## src/rtl/line_mem_ctrl_pkg.sv

```systemverilog
// Shared types and sizes for the line memory controller.
package line_mem_ctrl_pkg;

   localparam int LINE_WORDS = 8;
   localparam int WORD_BITS  = 32;
   localparam int LINE_BITS  = LINE_WORDS * WORD_BITS;

   typedef enum logic [1:0] {
      S_IDLE  = 2'd0,
      S_READ  = 2'd1,
      S_WRITE = 2'd2,
      S_DONE  = 2'd3
   } state_e;

   // Word k of a line sits at index k, i.e. bits [32k+31:32k].
   typedef logic [LINE_WORDS-1:0][WORD_BITS-1:0] line_t;

endpackage

```

## src/rtl/line_mem_ctrl.sv

```systemverilog
// Line-to-word memory controller: moves one 8-word cache line between the
// L1 and a 1-cycle-latency word SRAM, one word per cycle.
module line_mem_ctrl
   import line_mem_ctrl_pkg::*;
#(
   parameter int ADDR_W = 14
) (
   input  logic                 sys_clk,
   input  logic                 rst,
   input  logic                 l1_mmu_req_read,
   input  logic                 l1_mmu_req_write,
   input  logic [31:0]          l1_mmu_req_addr,
   input  logic [LINE_BITS-1:0] l1_mmu_write_data,
   output logic                 mmu_l1_done,
   output logic [LINE_BITS-1:0] mmu_l1_read_data,
   output logic                 busy,
   output logic                 mem_en,
   output logic                 mem_we,
   output logic [ADDR_W-1:0]    mem_addr,
   output logic [WORD_BITS-1:0] mem_wdata,
   input  logic [WORD_BITS-1:0] mem_rdata
);

   localparam int LINE_W = ADDR_W - 3;

   state_e            state_q, state_d;
   logic [2:0]        cnt_q, cnt_d;
   logic              drain_q, drain_d;   // READ: all 8 issued, last word in flight
   logic              both_q, both_d;     // write request also carried a read
   logic [LINE_W-1:0] line_q, line_d;
   line_t             wdata_q, wdata_d;
   line_t             rbuf_q, rbuf_d;     // read words collected during READ
   line_t             rdata_q, rdata_d;   // published only when a read completes
   logic              rvld_q, rvld_d;     // a read was issued last cycle
   logic [2:0]        rcnt_q, rcnt_d;     // word index of that read

   // Offset and high address bits do not take part; the line wraps.
   logic unused_addr;
   assign unused_addr = ^{l1_mmu_req_addr[31:ADDR_W+2], l1_mmu_req_addr[4:0]};

   // Memory strobes are gated by rst so nothing is written in the reset cycle.
   assign mem_en    = ((state_q == S_WRITE) || (state_q == S_READ && !drain_q)) && !rst;
   assign mem_we    = (state_q == S_WRITE) && !rst;
   assign mem_addr  = {line_q, cnt_q};
   assign mem_wdata = wdata_q[cnt_q];
   assign busy      = (state_q != S_IDLE);
   assign mmu_l1_done      = (state_q == S_DONE);
   assign mmu_l1_read_data = rdata_q;

   // Next-state logic: request latch, word sequencing and read-data capture.
   always_comb begin
      state_d = state_q;
      cnt_d   = cnt_q;
      drain_d = drain_q;
      both_d  = both_q;
      line_d  = line_q;
      wdata_d = wdata_q;
      rbuf_d  = rbuf_q;
      rdata_d = rdata_q;
      rvld_d  = (state_q == S_READ) && !drain_q;
      rcnt_d  = cnt_q;
      if (rvld_q) rbuf_d[rcnt_q] = mem_rdata;
      case (state_q)
         S_IDLE: begin
            if (l1_mmu_req_read || l1_mmu_req_write) begin
               line_d  = l1_mmu_req_addr[ADDR_W+1:5];
               wdata_d = l1_mmu_write_data;
               cnt_d   = 3'd0;
               drain_d = 1'b0;
               both_d  = l1_mmu_req_read && l1_mmu_req_write;
               state_d = l1_mmu_req_write ? S_WRITE : S_READ;
            end
         end
         S_WRITE: begin
            if (cnt_q == 3'd7) begin
               state_d = S_DONE;
               if (both_q) rdata_d = wdata_q;
            end else begin
               cnt_d = cnt_q + 3'd1;
            end
         end
         S_READ: begin
            if (drain_q) begin
               // rbuf_d already holds word 7 captured this cycle.
               state_d = S_DONE;
               rdata_d = rbuf_d;
            end else if (cnt_q == 3'd7) begin
               drain_d = 1'b1;
            end else begin
               cnt_d = cnt_q + 3'd1;
            end
         end
         default: begin
            state_d = S_IDLE;
            cnt_d   = 3'd0;
         end
      endcase
   end

   // State registers with synchronous reset.
   always_ff @(posedge sys_clk) begin
      if (rst) begin
         state_q <= S_IDLE;
         cnt_q   <= 3'd0;
         drain_q <= 1'b0;
         both_q  <= 1'b0;
         line_q  <= '0;
         wdata_q <= '0;
         rbuf_q  <= '0;
         rdata_q <= '0;
         rvld_q  <= 1'b0;
         rcnt_q  <= 3'd0;
      end else begin
         state_q <= state_d;
         cnt_q   <= cnt_d;
         drain_q <= drain_d;
         both_q  <= both_d;
         line_q  <= line_d;
         wdata_q <= wdata_d;
         rbuf_q  <= rbuf_d;
         rdata_q <= rdata_d;
         rvld_q  <= rvld_d;
         rcnt_q  <= rcnt_d;
      end
   end

endmodule

```

## config.mk

```make
export PLATFORM = sky130hd
export DESIGN_NAME = line_mem_ctrl
export DESIGN_NICKNAME = d
export VERILOG_FILES = /design/src/rtl/line_mem_ctrl_pkg.sv /design/src/rtl/line_mem_ctrl.sv
export SDC_FILE = /design/constraint.sdc
export NUM_CORES = 2
export LEC_CHECK = 0
export BUFFER_PORTS_ARGS = -buffer_cell sky130_fd_sc_hd__buf_4
export CORE_MARGIN = 4
export CORE_UTILIZATION = 50
export CTS_CLUSTER_SIZE = 40
export DETAILED_ROUTE_END_ITERATION = 16
export PLACE_DENSITY = 0.79
export SLEW_MARGIN = 20
export SYNTH_ARGS = -nofsm -noshare
export SYNTH_HDL_FRONTEND = slang
export SYNTH_SLANG_ARGS = --single-unit
```

## constraint.sdc

```tcl
create_clock -name sys_clk -period 2 [get_ports sys_clk]
set_clock_uncertainty 0.1 [all_clocks]
set_input_delay 0.1 -clock sys_clk [delete_from_list [all_inputs] [get_ports sys_clk]]
set_output_delay 0.1 -clock sys_clk [all_outputs]
set_load 0.005 [all_outputs]
```

==> qor.tcl <==
set qor(most_common_cell_after_layout_fill_and_taps_aside) {dfxtp_1}
set qor(arrival_ns) 2.43
set qor(sequential_cell_area_sq_um) 15800
set qor(cts_tree) {done}
set qor(finalSetupTns_ns) -102.74
set qor(hold_path_class) {in -> reg}
set qor(placement.cell_area_sq_um) 38000
set qor(ys.warnings.count) 0
set qor(place_inst) 4883
set qor(final-instance-count-excl-fill) 5447
set qor(setup_ws_final_ns) -0.629
set qor(critical_path.cell_chain) {buf_12 -> buf_12 -> mux4_2 -> mux2_4 -> buf_6}
set qor(initial_utilization) 0.505
set qor(fillCellCount) 4049
set qor(seq_area_frac_synth) 0.497
set qor(gp_congestion) 0.900
set qor(launching_element_type_of_the_critical_path) {flip-flop}
set qor(path_class) {reg -> out}
set qor(postSynthRegisterBits) 790
set qor(multiInputGateArea_sq_um) 15200
set qor(finalCoreUtilization) 0.737
set qor(final-max-slew-violation-count) 0
set qor(vias) 32900
set qor(layout-drive-gt1-share) 0.269
set qor(place.detailed.hpwl_microns) 85800
set qor(syn-mean-instance-area_sq_um) 8.78
set qor(avgViaCountPerCell) 6.05
set qor(grt_max_degree) 108
set qor(antenna_violating_nets_post_route) 0
set qor(drc) 0
set qor(final_cell_mix) {dfxtp_1, nand2_1, buf_4, nor2_1, a21oi_1}
set qor(detail_route.iter0.violations) 4137
set qor(worst_slew_margin_relative_to_its_limit) 0.413
set qor(cts_max_level) 3
set qor(crit_path_frequent_cell) {buf_12}
set qor(die_area_sq_um) 67800
set qor(setup_violations) 310
set qor(fin_crit_sh) 1.31
set qor(post_synth_inst_count) 3626
set qor(clock-root-buffer) {clkbuf_16}
set qor(clock-sinks) 790
set qor(floorplan.die.height_microns) 260
set qor(crit_path_max_incr_delay_ns) 0.64
set qor(worst_path_max_delay_cell) {mux4_2}
set qor(clock_insertion_delay_worst_skew_ns) 0.63
set qor(routed_wirelength_microns) 144000
set qor(dieWidth_microns) 260
set qor(placeableCoreArea_sq_um) 63100
set qor(grt_antenna_before_repair) 21
set qor(rsz0062_at_grt) {true}
set qor(syn_area_sq_um) 31800
set qor(reg_to_reg_critical_path_startpoint) {cnt_q[0]}
set qor(groute.usage.overall) 0.390
set qor(maximum_clock_insertion_buffer_count) 3
set qor(hold_start) {l1_mmu_write_data[181]}
set qor(synthesis.nets) 3957
set qor(clk_pin_slew_worst_paths_ns) 0.06
set qor(route.detailed.wl_per_inst_microns) 26.5
set qor(numCtsBuffers) 82
set qor(syn2layout_area_growth_pct) 46.1
set qor(failed_checks) {negative setup slack}
set qor(worstPathMaxFanout) 7
set qor(io-pin-count) 630
set qor(io_buffers) 608
set qor(report.power.total_uw) 62600
set qor(hold_viol) 0
set qor(final_nets) 4855
set qor(netlist-cell-type-count) 33
set qor(placement_rows) 92
set qor(power-per-cell-area_nw_per_um2) 1350
set qor(run_status) {finished, violations left}
set qor(finalWorstPathRequiredPeriod_ns) 2.63
set qor(max_clock_freq_ghz) 0.380
set qor(cap_viol_max_count) 0
set qor(final_std_cell_area_no_fill_sq_um) 46500
set qor(irDropWorstVdd_mv) 0.921
set qor(timing.critical_path.from) {cnt_q[1]}
set qor(tightest_pin_transition_ns) 0.881
set qor(grt_pass1_vias) 31700
set qor(grt_pass1_wl_microns) 199000
set qor(worst-endpoint-required_ns) 1.80
set qor(grt_overflow) 0
set qor(cp-end-kind) {primary output}
set qor(drt_pass1_iterations) 6
set qor(p_leak_uw) 0.0192
cell type report:
type,instances,share of cell area
diodes,18,0.000969
multi-input cells,2490,0.328
repair buffers,1156,0.250
clock buffers,126,0.0538
well taps,846,0.0228
flip-flops and latches,790,0.340
inverters,4,0.000323
clock inverters,17,0.00414
sequential cells by signal, indices dropped and copies added, names as in the netlist:
name	cells
mmu_l1_read_data	256
rbuf_q	256
wdata_q	256
line_q	11
cnt_q	3
rcnt_q	3
state_q	2
both_q	1
drain_q	1
rvld_q	1
report_power, final:
| part | internal (uW) | leakage [uW] | total [uW] | switching [uW] |
|---|---|---|---|---|
| combinational | 12500 | 0.0114 | 26000 | 13500 |
| clock | 8990 | 0.00132 | 15600 | 6610 |
| sequential | 18400 | 0.00643 | 21000 | 2530 |
what timing repair did:
item	CTS	global route
setup buffers	33	28
pin swaps	29	145
gates cloned	27	13
endpoints found under the setup margin	299	378
hold buffers	303	0
resized for setup	134	136
endpoints found under the hold margin	703	0
worst paths after layout:
path                                              end  slack, ns  cells past startpoint
worst min-delay path                     wdata_q[181]       0.16                      4
worst min register to register    mmu_l1_read_data[5]       0.36                      2
worst max-delay path                    mem_wdata[22]      -0.63                      5
worst max register to register  mmu_l1_read_data[212]      -0.48                     10
worst max-delay path: cells and delay by family, from the launching register on:
kind / cells / cell delay (ns)
multiplexers: 2 / 0.98
buffers and inverters: 3 / 0.45
flip-flops: 1 / 0.36
metrics by stage:
stage | hold WS, ns | setup WS (ns)
final | 0.162 | -0.629
after global routing | 0.188 | -0.642
after CTS | 0.151 | -0.621
after detailed placement | 0.255 | -0.119
after global placement | 0.248 | -0.0494
after floorplan | 0.136 | -0.00156
per-layer routing:
layer,vias to the layer above,GRT usage,share of wire
met5,-,0,0.00031
met1,15600,0.460,0.34
met2,2448,0.615,0.45
met3,729,0.0979,0.11
li1,14100,-,-
met4,6,0.295,0.097
synthesized netlist by cell type (all sizes together):
master	number	area, sq um
nand4b	3	26.3
o21ai	2	10.0
dfxtp	790	15800
ha	7	87.6
nor2	520	1950
inv	4	15.0
nor4b	1	23.8
a211o	257	2250
nand4	1	6.26
clkbuf	236	887
nor2b	7	43.8
mux2	32	360
nor3b	1	7.51
nor3	1	5.00
nand2	794	2980
nand3b	1	7.51
mux2i	259	2590
mux4	64	1440
buf	107	574
a221oi	1	8.76
nand3	3	15.0
nand2b	1	6.26
a221o	1	10.0
or2	1	6.26
nor4bb	2	20.0
and4bb	1	12.5
a21oi	529	2660
cells by family (layout without fill, tap and decap cells):
group,count (synthesis),after routing,synth area share
other,0,18,0
AO/OA/AOI/OAI,790,791,0.155
flip-flops,790,790,0.497
adder cells (fa/ha/maj),7,7,0.00275
AND/OR/NAND/NOR,1337,1337,0.161
multiplexers,355,355,0.138
buffers and inverters,347,1303,0.0464
No activity file was read; power rests on OpenSTA's default activity.
